==> src/rtl/fifo_wr_arbiter_if.sv <==
// rtl/fifo_wr_arbiter_if.sv - requester/FIFO write-port bundle for the write-side arbiter
interface fifo_wr_arbiter_if #(
    parameter int Data_width = 8
);
    logic                    Wfull;
    logic                    Req0;
    logic [Data_width-1:0]   Data0;
    logic                    Req1;
    logic [2*Data_width-1:0] Data1;
    logic                    Gnt0;
    logic                    Gnt1;
    logic                    Winc;
    logic [Data_width-1:0]   Wrdata;
    logic                    Busy;

    modport slave (
        input  Wfull, Req0, Data0, Req1, Data1,
        output Gnt0, Gnt1, Winc, Wrdata, Busy
    );

    modport master (
        output Wfull, Req0, Data0, Req1, Data1,
        input  Gnt0, Gnt1, Winc, Wrdata, Busy
    );
endinterface

==> src/rtl/fifo_wr_arbiter.sv <==
// rtl/fifo_wr_arbiter.sv - round-robin write-port arbiter serialising a byte and a two-byte word into a FIFO
module fifo_wr_arbiter #(
    parameter int Data_width = 8,
    parameter bit LSB_FIRST  = 1'b1
) (
    input logic              CLK,
    input logic              RST,
    fifo_wr_arbiter_if.slave bus
);
    typedef enum logic [1:0] {IDLE, SEND_B0, SEND_W0, SEND_W1} state_e;

    state_e                  state_q, state_d;
    logic [2*Data_width-1:0] hold_q, hold_d;
    logic                    rr_q, rr_d;
    logic                    gnt0_q, gnt0_d;
    logic                    gnt1_q, gnt1_d;
    logic [Data_width-1:0]   last_q;
    logic [Data_width-1:0]   wrdata;
    logic [Data_width-1:0]   first_byte;
    logic [Data_width-1:0]   second_byte;
    logic                    sending;
    logic                    winc;
    logic                    pick0;
    logic                    pick1;

    assign first_byte  = LSB_FIRST ? hold_q[Data_width-1:0] : hold_q[2*Data_width-1:Data_width];
    assign second_byte = LSB_FIRST ? hold_q[2*Data_width-1:Data_width] : hold_q[Data_width-1:0];
    assign sending     = (state_q != IDLE);
    assign winc        = sending && !bus.Wfull;

    // rr_q low favours requester 0 when both are asking
    assign pick0 = bus.Req0 && (!bus.Req1 || !rr_q);
    assign pick1 = bus.Req1 && (!bus.Req0 || rr_q);

    always_comb begin
        state_d = state_q;
        hold_d  = hold_q;
        rr_d    = rr_q;
        gnt0_d  = 1'b0;
        gnt1_d  = 1'b0;
        wrdata  = last_q;
        case (state_q)
            IDLE: begin
                if (pick0) begin
                    state_d = SEND_B0;
                    hold_d  = {{Data_width{1'b0}}, bus.Data0};
                    gnt0_d  = 1'b1;
                    rr_d    = 1'b1;
                end else if (pick1) begin
                    state_d = SEND_W0;
                    hold_d  = bus.Data1;
                    gnt1_d  = 1'b1;
                    rr_d    = 1'b0;
                end
            end
            SEND_B0: begin
                wrdata = hold_q[Data_width-1:0];
                if (winc) state_d = IDLE;
            end
            SEND_W0: begin
                wrdata = first_byte;
                if (winc) state_d = SEND_W1;
            end
            SEND_W1: begin
                wrdata = second_byte;
                if (winc) state_d = IDLE;
            end
            default: state_d = IDLE;
        endcase
    end

    // last_q lets Wrdata keep showing the final written byte while idle
    always_ff @(posedge CLK or negedge RST) begin
        if (!RST) begin
            state_q <= IDLE;
            hold_q  <= '0;
            rr_q    <= 1'b0;
            gnt0_q  <= 1'b0;
            gnt1_q  <= 1'b0;
            last_q  <= '0;
        end else begin
            state_q <= state_d;
            hold_q  <= hold_d;
            rr_q    <= rr_d;
            gnt0_q  <= gnt0_d;
            gnt1_q  <= gnt1_d;
            last_q  <= wrdata;
        end
    end

    assign bus.Gnt0   = gnt0_q;
    assign bus.Gnt1   = gnt1_q;
    assign bus.Winc   = winc;
    assign bus.Wrdata = wrdata;
    assign bus.Busy   = sending;
endmodule

==> src/flat_wrapper.sv <==
// flat-port wrapper written by rule: the top's interface ports become plain ports
module fifo_wr_arbiter_flat 
#(
    parameter int Data_width = 8,
    parameter bit LSB_FIRST  = 1'b1
)
  (CLK, RST, bus_Wfull, bus_Req0, bus_Data0, bus_Req1, bus_Data1, bus_Gnt0, bus_Gnt1, bus_Winc, bus_Wrdata, bus_Busy);
  fifo_wr_arbiter_if #(.Data_width(Data_width)) bus_i ();
  input logic CLK;
  input logic RST;
  input wire logic [$bits(bus_i.Wfull)-1:0] bus_Wfull;
  input wire logic [$bits(bus_i.Req0)-1:0] bus_Req0;
  input wire logic [$bits(bus_i.Data0)-1:0] bus_Data0;
  input wire logic [$bits(bus_i.Req1)-1:0] bus_Req1;
  input wire logic [$bits(bus_i.Data1)-1:0] bus_Data1;
  output wire logic [$bits(bus_i.Gnt0)-1:0] bus_Gnt0;
  output wire logic [$bits(bus_i.Gnt1)-1:0] bus_Gnt1;
  output wire logic [$bits(bus_i.Winc)-1:0] bus_Winc;
  output wire logic [$bits(bus_i.Wrdata)-1:0] bus_Wrdata;
  output wire logic [$bits(bus_i.Busy)-1:0] bus_Busy;
  assign bus_i.Wfull = bus_Wfull;
  assign bus_i.Req0 = bus_Req0;
  assign bus_i.Data0 = bus_Data0;
  assign bus_i.Req1 = bus_Req1;
  assign bus_i.Data1 = bus_Data1;
  assign bus_Gnt0 = bus_i.Gnt0;
  assign bus_Gnt1 = bus_i.Gnt1;
  assign bus_Winc = bus_i.Winc;
  assign bus_Wrdata = bus_i.Wrdata;
  assign bus_Busy = bus_i.Busy;
  fifo_wr_arbiter #(.Data_width(Data_width), .LSB_FIRST(LSB_FIRST)) u_core (.CLK(CLK), .RST(RST), .bus(bus_i));
endmodule
==> config.mk <==
export PLATFORM = sky130hd
export DESIGN_NAME = fifo_wr_arbiter_flat
export DESIGN_NICKNAME = d
export VERILOG_FILES = /design/src/rtl/fifo_wr_arbiter_if.sv /design/src/rtl/fifo_wr_arbiter.sv /design/src/flat_wrapper.sv
export SDC_FILE = /design/constraint.sdc
export NUM_CORES = 1
export LEC_CHECK = 0
export ABC_AREA = 1
export CORE_AREA = 2 2 73 75
export CTS_CLUSTER_SIZE = 20
export DETAILED_ROUTE_END_ITERATION = 16
export DIE_AREA = 0 0 75 77
export GPL_TIMING_DRIVEN = 0
export PLACE_DENSITY = 0.61
export REMOVE_ABC_BUFFERS = 1
export SLEW_MARGIN = 20
export SYNTH_ARGS = -nofsm -noshare
export SYNTH_HDL_FRONTEND = slang
export SYNTH_SLANG_ARGS = --single-unit
export TNS_END_PERCENT = 5
==> constraint.sdc <==
create_clock -name CLK -period 2.7 [get_ports CLK]
set_clock_uncertainty 0.15 [all_clocks]
set_input_delay 0.54 -clock CLK [delete_from_list [all_inputs] [get_ports CLK]]
set_output_delay 0.54 -clock CLK [all_outputs]
set_load 0.02 [all_outputs]
**Word level (Yosys, flattened, before mapping)**

Cells that the tools add are included.

- Bits of input ports: 29
- Memory bits (writable): 0
- Word-level logic and storage cells: 43
- Memories: 0
- Latch bits: 0
- Register bits after elaboration: 29
- ROM bits: 0

- Bitwise operators: 0
- Divide/modulo/power cells: 0
- Equal/unequal tests: 6
- $lt $le $gt $ge: 0
- Multiply operators: 0
- Reductions and logical operators: 16
- Shifts and indexed selects: 0
- Add/sub/neg operators: 0
- Muxes and demuxes: 15

Operators with widths:

| kind | count |
|---|---|
| two-way mux 16 bit | 2 |
| case mux 8 bit (2 select lines) | 1 |
| two-way mux 2 bit | 4 |
| two-way mux 1 bit | 7 |
| case mux 2 bit (3 select lines) | 1 |
| equality test 2 bit, second input constant | 2 |
| zero test 1 bit | 4 |
| nonzero test 2 bit | 2 |
| OR reduction 2 bit | 2 |
| logical AND 1 bit | 3 |
| != test 3 x 1 -> 1 bit, second input constant | 1 |
| AND reduction 3 bit | 1 |
| equality test 2 x 1 -> 1 bit, second input constant | 1 |
| zero test 2 bit | 1 |
| logical OR 1 bit | 2 |
| != test 2 x 1 -> 1 bit, second input constant | 1 |
| != test 2 bit, second input constant | 1 |
| AND reduction 2 bit | 1 |

**Logic depth before layout (Yosys ltp)**

Gate-level depths: netlist of run 1.

- Depth in word-level cells: 6
- Mapped depth: 8
- Gate-level depth less buffers: 8

**Worst setup path after synthesis of run 1**

Ideal clock, no wire load.

- Path type: reg2out
- Start point: reg u_core.state_q[0]
- End point: out bus_Wrdata[0]
- Slack: 633 ps
- Cell stages (with the launch flop): 6
- Arrival: 1377 ps
- Required time: 2010 ps
- Cells stage by stage: dfrtp_1 inv_1 ha_1 buf_1 nand2_1 a21oi_1

- Cells in the longest elaborated chain, start to end: 3

RTL lines:

| element | RTL line | source |
|---|---|---|
| start: declaration | fifo_wr_arbiter.sv:12 | `state_e state_q, state_d;` |
| start signal: assignment | fifo_wr_arbiter.sv:82 | `state_q <= state_d;` |
| equality test 2 x 1 -> 1 bit or equality test 2 bit (tied branches) | fifo_wr_arbiter.sv:42 | `case (state_q)` |
| OR reduction 2 bit (no line) | n/a |  |
| case mux 8 bit (2 select lines) * | fifo_wr_arbiter.sv:42 |  |
| end: declaration | flat_wrapper.sv:19 | `output wire logic [$bits(bus_i.Wrdata)-1:0] bus_Wrdata;` |

Every way passes the cells marked *; elsewhere a longest branch is shown, timed or not.

**Worst setup path in the final report of run 1**

- Start point: reg u_core.state_q[0]
- End point: out bus_Winc

- Cells in the longest elaborated chain, start to end: 2

RTL lines:

| element | RTL line | source |
|---|---|---|
| nonzero test 2 bit | fifo_wr_arbiter.sv:28 | `assign sending = (state_q != IDLE);` |
| logical AND 1 bit | fifo_wr_arbiter.sv:29 | `assign winc = sending && !bus.Wfull;` |
| end: declaration | flat_wrapper.sv:18 | `output wire logic [$bits(bus_i.Winc)-1:0] bus_Winc;` |

Every way passes these cells.

==> flow_summary.json, run 1 <==
{
  "gp_congestion": 0.714,
  "critPathArrivalTime_ps": 1920,
  "cts.path.max_buffers": 2,
  "root_buffer": "clkbuf_8",
  "yosysWarnings": 0,
  "coreArea_sq_um": 4980,
  "drc": 0,
  "final_cells": 289,
  "die_w_um": 75,
  "area_delta_synth_final_pct": 38.2,
  "report.final.hold_viol_count": 0,
  "syn_inst": 178,
  "synth_top_area_share_pct": 50.1,
  "ys_ff_latch": 29,
  "min_period_over_period_pct": 96.5,
  "path_max_fanout": 14,
  "drtAntennaViolNets": 0,
  "numCtsBuffers": 5,
  "final_cell_mix": "nand2_1 (68), clkdlybuf4s50_1 (31), dfrtp_1 (29)",
  "slowest_delay_ps": 590,
  "end_kind": "output port",
  "cp_slowest_cell": "clkdlybuf4s50_1",
  "wl_mm": 3.24,
  "fin_setup_tns_ps": 0,
  "crit_top_cell": "inv_1",
  "clkSinkCount": 29,
  "antenna_cells": 0,
  "tightest_slew_ps": 627,
  "path_cells": "inv_1 > ha_4 > or2_1 > inv_1 > clkdlybuf4s50_1",
  "final_layout_size_suffix_gt1_share_pct": 8.68,
  "rows": 26,
  "setup_violations": 0,
  "overflow": 0,
  "critPathTopFamily": "buffers and inverters",
  "postCtsHoldBufs": 0,
  "critical_path.startpoint_type": "flop",
  "cp.required_ps": 2010,
  "rsz0062_at_grt": "no",
  "yosysTopAreaCell": "dfrtp_1",
  "max_cap_violations": 0,
  "final_common_cell": "nand2_1",
  "ios": 41,
  "cp_num_buf_inv": 3,
  "placed_cells": 281,
  "fillers": 528,
  "power_mw": 2.36,
  "power_leakage_nw": 1.01,
  "placed_area_sq_um": 1880,
  "synthesis.area_sq_um": 1450,
  "synth.lib_cells_used.distinct": 18,
  "pwr_density_cell_nw_per_um2": 1180,
  "stdcell_area_sq_um": 2000,
  "timing.slew.headroom_pct": 58.2,
  "vias": 1267,
  "grt_usage_pct": 12.5,
  "dpl.hpwl_mm": 2.28,
  "cts_tree": "built",
  "clkTransAtPathRegs_ps": 60,
  "synthTopCellsByArea": "dfrtp_1 (50%), nand2_1 (18%), nand3_1 (9.3%)",
  "fmax_mhz": 384,
  "num-nets-final": 251,
  "first_iter_violations": 85,
  "clkLatencyLatePin_ps": 280,
  "period_needed_ps": 2610,
  "antenna_found_initial": 0,
  "outcome": "finished, final reports clean",
  "viasPerCell": 4.38,
  "syn_area_per_cell_sq_um": 8.13,
  "portBuffers": 40,
  "grt_pass1_wl_mm": 5.48,
  "start_util_pct": 29.1,
  "ys_seq_area_share_pct": 50.1,
  "fin_util_pct": 40.2,
  "wl_per_cell_um": 11.2,
  "fp.dieArea_sq_um": 5780,
  "maxSlewViolCount": 0,
  "cts_max_level": 2,
  "grt_pass1_vias": 1164,
  "min-delay-path-class": "primary input to async pin",
  "grt_max_degree": 30,
  "critical_path_class": "flop to output port",
  "dieHeight_um": 77,
  "ir_drop_mv": 0.279,
  "dr.pass1.iters": 4
}
-- worst register-to-register path: stages (launching register included) --
cell	delay [ps]
dfrtp_1	410
inv_1	140
ha_4	260
nand3_2	410
nand2_4	250
nand2_1	90
nand2_1	60
-- final timing paths --
kind	from	endpoint	slack [ps]	cells past startpoint
worst max-delay path	u_core.state_q[0]	bus_Winc	90	5
worst min-delay path	RST	u_core.last_q[5]	120	1
worst max register to register	u_core.state_q[0]	u_core.hold_q[1]	880	6
worst min register to register	u_core.hold_q[12]	u_core.hold_q[12]	360	2
max in group asynchronous	RST	u_core.last_q[3]	1860	1
min in group CLK	u_core.hold_q[12]	u_core.hold_q[12]	360	2
-- Yosys cell counts --
| library cell | count |
|---|---|
| nand2_1 | 68 |
| buf_6 | 2 |
| nand3_2 | 1 |
| buf_2 | 3 |
| nand2_2 | 1 |
| nand3_1 | 27 |
| a21oi_1 | 16 |
| buf_4 | 1 |
| inv_2 | 4 |
| or2_1 | 1 |
| nor2_1 | 9 |
| dfrtp_1 | 29 |
| buf_1 | 1 |
| nand2_4 | 3 |
| nand2_8 | 1 |
| inv_1 | 6 |
| o21ai_1 | 1 |
| ha_1 | 4 |
-- flip-flops by register name, summed over array words and instances (netlist names) --
signal / flops
u_core.last_q: 8
u_core.rr_q: 1
u_core.hold_q: 16
u_core.bus.Gnt0: 1
u_core.state_q: 2
u_core.bus.Gnt1: 1
-- through the flow --
stage | setup slack (ps) | hold WS (ps)
CTS | 9.74 | 151
detailed placement | -3.97 | 343
floorplan | 605 | 94.4
global route | 5.75 | 191
finish | 94.6 | 122
global placement | 30.8 | 336
-- kinds of logic (layout without fill, tap and decap cells) --
kind of cell,Yosys count,count (layout),synth area share (%)
and+or+nand+nor,111,111,34.6
DFF,29,29,50.1
AOI/OAI and AO/OA,17,17,5.88
buffers and inverters,17,58,5.96
adders and majority gates,4,4,3.46
-- power breakdown --
group          switching [mW]  internal, mW
Combinational           0.727         0.447
Sequential             0.0921         0.633
Clock                   0.161         0.300
-- layout make-up --
type                    instances  area, sq um  area share [%]
clock buffers                   7         86.3            4.32
clock inverters                 1         30.0            1.50
inverters                      10         37.5            1.88
multi-input cells             132          648            32.4
flip-flops and latches         29          726            36.3
well taps                      70         87.6            4.38
repair buffers                 40          385            19.3
-- what timing repair did --
item                       in CTS  in global routing
setup endpoints to repair      10                  4
resized for setup               9                  1
setup buffers                   0                  0
-- per-layer routing --
layer	up-vias	global-route usage [%]	part of all wire, %
met3	4	3.02	6.8
li1	649	-	-
met1	565	18.1	51
met4	0	7.50	1.5
met5	-	0	0
met2	49	16.5	41
No activity file was read; power rests on OpenSTA's default activity.
==> inputs of run 2 (changes only) <==
CTS_BUF_LIST = sky130_fd_sc_hd__clkbuf_4 sky130_fd_sc_hd__clkbuf_8   (was not set)
==> run 2 against run 1 <==
Net effect: clock-buffer cell count unchanged; flip-flop and latch count unchanged; routed wire length is 0.28% lower; global-route usage hardly changed; worst setup slack lost 0.76 ps; sequential share of layout area down 0.068 points; largest cell class unchanged.
==> flow_summary.json, run 2 (synthesis results as in run 1) <==
{
  "setup_violations": 0,
  "coreArea_sq_um": 4980,
  "power_mw": 2.37,
  "fin_setup_tns_ps": 0,
  "gp_congestion": 0.714,
  "postCtsHoldBufs": 0,
  "critical_path_class": "flop to output port",
  "place_ws_ps": -3.97,
  "maxSlewViolCount": 0,
  "largest_reg_flops": 16,
  "reg_top3": "u_core.hold_q: 16 flops, u_core.last_q: 8 flops, u_core.state_q: 2 flops",
  "root_buffer": "clkbuf_8",
  "dpl.hpwl_mm": 2.28,
  "wl_per_cell_um": 11.2,
  "pwr_density_cell_nw_per_um2": 1180,
  "max_cap_violations": 0,
  "fillers": 526,
  "grt_usage_pct": 12.5,
  "drc": 0,
  "path_max_fanout": 14,
  "grt_pass1_wl_mm": 5.46,
  "first_iter_violations": 75,
  "critPathArrivalTime_ps": 1920,
  "grt_pass1_vias": 1164,
  "vias": 1268,
  "die_w_um": 75,
  "final_common_cell": "nand2_1",
  "whs_ps": 122,
  "dr.pass1.iters": 4,
  "numCtsBuffers": 5,
  "stdcell_area_sq_um": 2000,
  "outcome": "finished, final reports clean",
  "clkLatencyLatePin_ps": 280,
  "grt_max_degree": 30,
  "timing.final.ws_setup_ps": 93.9,
  "ios": 41,
  "period_needed_ps": 2610,
  "seqCellArea_sq_um": 726,
  "antenna_cells": 0,
  "cts.path.max_buffers": 2,
  "viasPerCell": 4.39,
  "end_kind": "output port",
  "fp.dieArea_sq_um": 5780,
  "power_leakage_nw": 1.02,
  "overflow": 0,
  "cts_setup_buffers": 0,
  "rsz0062_at_grt": "no",
  "cp.required_ps": 2010,
  "antenna_found_initial": 0,
  "portBuffers": 40,
  "rows": 26,
  "drtAntennaViolNets": 0,
  "clkTransAtPathRegs_ps": 60,
  "report.final.hold_viol_count": 0,
  "slowest_delay_ps": 590,
  "critical_path.startpoint_type": "flop",
  "path_cells": "inv_1 > ha_4 > or2_1 > inv_1 > clkdlybuf4s50_1",
  "dieHeight_um": 77,
  "num-nets-final": 251,
  "min_period_over_period_pct": 96.5,
  "cts_tree": "built",
  "start_util_pct": 29.1,
  "final_layout_size_suffix_gt1_share_pct": 9.13,
  "multiInputGateArea_sq_um": 648,
  "clkSinkCount": 29,
  "fmax_mhz": 384,
  "wl_mm": 3.23,
  "placed_area_sq_um": 1880,
  "final_cell_mix": "nand2_1 (68), clkdlybuf4s50_1 (31), dfrtp_1 (29)",
  "timing.slew.headroom_pct": 58.1,
  "cts_max_level": 2,
  "ir_drop_mv": 0.279,
  "min-delay-path-class": "primary input to async pin",
  "regMostFlops": "u_core.hold_q",
  "area_delta_synth_final_pct": 38.5,
  "cp_slowest_cell": "clkdlybuf4s50_1",
  "tightest_slew_ps": 628,
  "crit_top_cell": "inv_1"
}
==> run 2: changes by cell type in the layout (fill, tap and decap cells not counted) <==
cell / delta
clkbuf_4: +1
clkbuf_1: -1
==> run 2: where the power goes <==
| part | internal, mW | switching, mW | total, mW |
|---|---|---|---|
| combinational | 0.447 | 0.725 | 1.17 |
| sequential | 0.633 | 0.0928 | 0.726 |
| clock | 0.310 | 0.161 | 0.471 |
==> run 2: stage by stage <==
| stage | util (%) | instances |
|---|---|---|
| 2_1_floorplan | - | 171 |
| 3_3_place_gp | 37.9 | 281 |
| 3_5_place_dp | 37.8 | 281 |
| 4_1_cts | 40.1 | 289 |
| 5_1_grt | 40.3 | 289 |
| 6_report | 40.3 | 289 |
==> run 2: area by class of cell <==
cell class,instances,share of cell area [%]
Sequential cell,29,36.2
Tap cell,70,4.37
Timing Repair Buffer,40,19.2
Inverter,10,1.87
Multi-Input combinational cell,132,32.3
Clock buffer,7,4.49
Clock inverter,1,1.50
==> run 2: per-layer routing <==
| layer | wire length [um] | up-vias | share of wire, % | GRT usage, % |
|---|---|---|---|---|
| met5 | 0 | - | 0 | 0 |
| met3 | 226 | 4 | 7.0 | 3.02 |
| met4 | 50 | 0 | 1.5 | 7.50 |
| met1 | 1630 | 564 | 50 | 18.0 |
| met2 | 1330 | 51 | 41 | 16.5 |
| li1 | - | 649 | - | - |
==> run 2: worst paths after layout <==
kind	cells after the start	slack, ps	endpoint	start
worst max-delay path	5	90	bus_Winc	u_core.state_q[0]
worst min-delay path	1	120	u_core.last_q[5]	RST
worst max register to register	6	890	u_core.hold_q[1]	u_core.state_q[0]
worst min register to register	2	360	u_core.hold_q[12]	u_core.hold_q[12]
max in group asynchronous	1	1860	u_core.hold_q[6]	RST
min in group CLK	2	360	u_core.hold_q[12]	u_core.hold_q[12]
==> run 2: what timing repair did <==
action | CTS | global route
setup endpoints to repair | 10 | 4
gates cloned | 0 | 0
pin swaps | 0 | 0
resized for setup | 9 | 1
==> run 2: worst max-delay path, delay by kind of cell (launching register included) <==
family                   cells  cell delay, ps
adder cells (fa/ha/maj)      1             230
buffers and inverters        3             760
flip-flops                   1             400
AND/OR/NAND/NOR              1             250
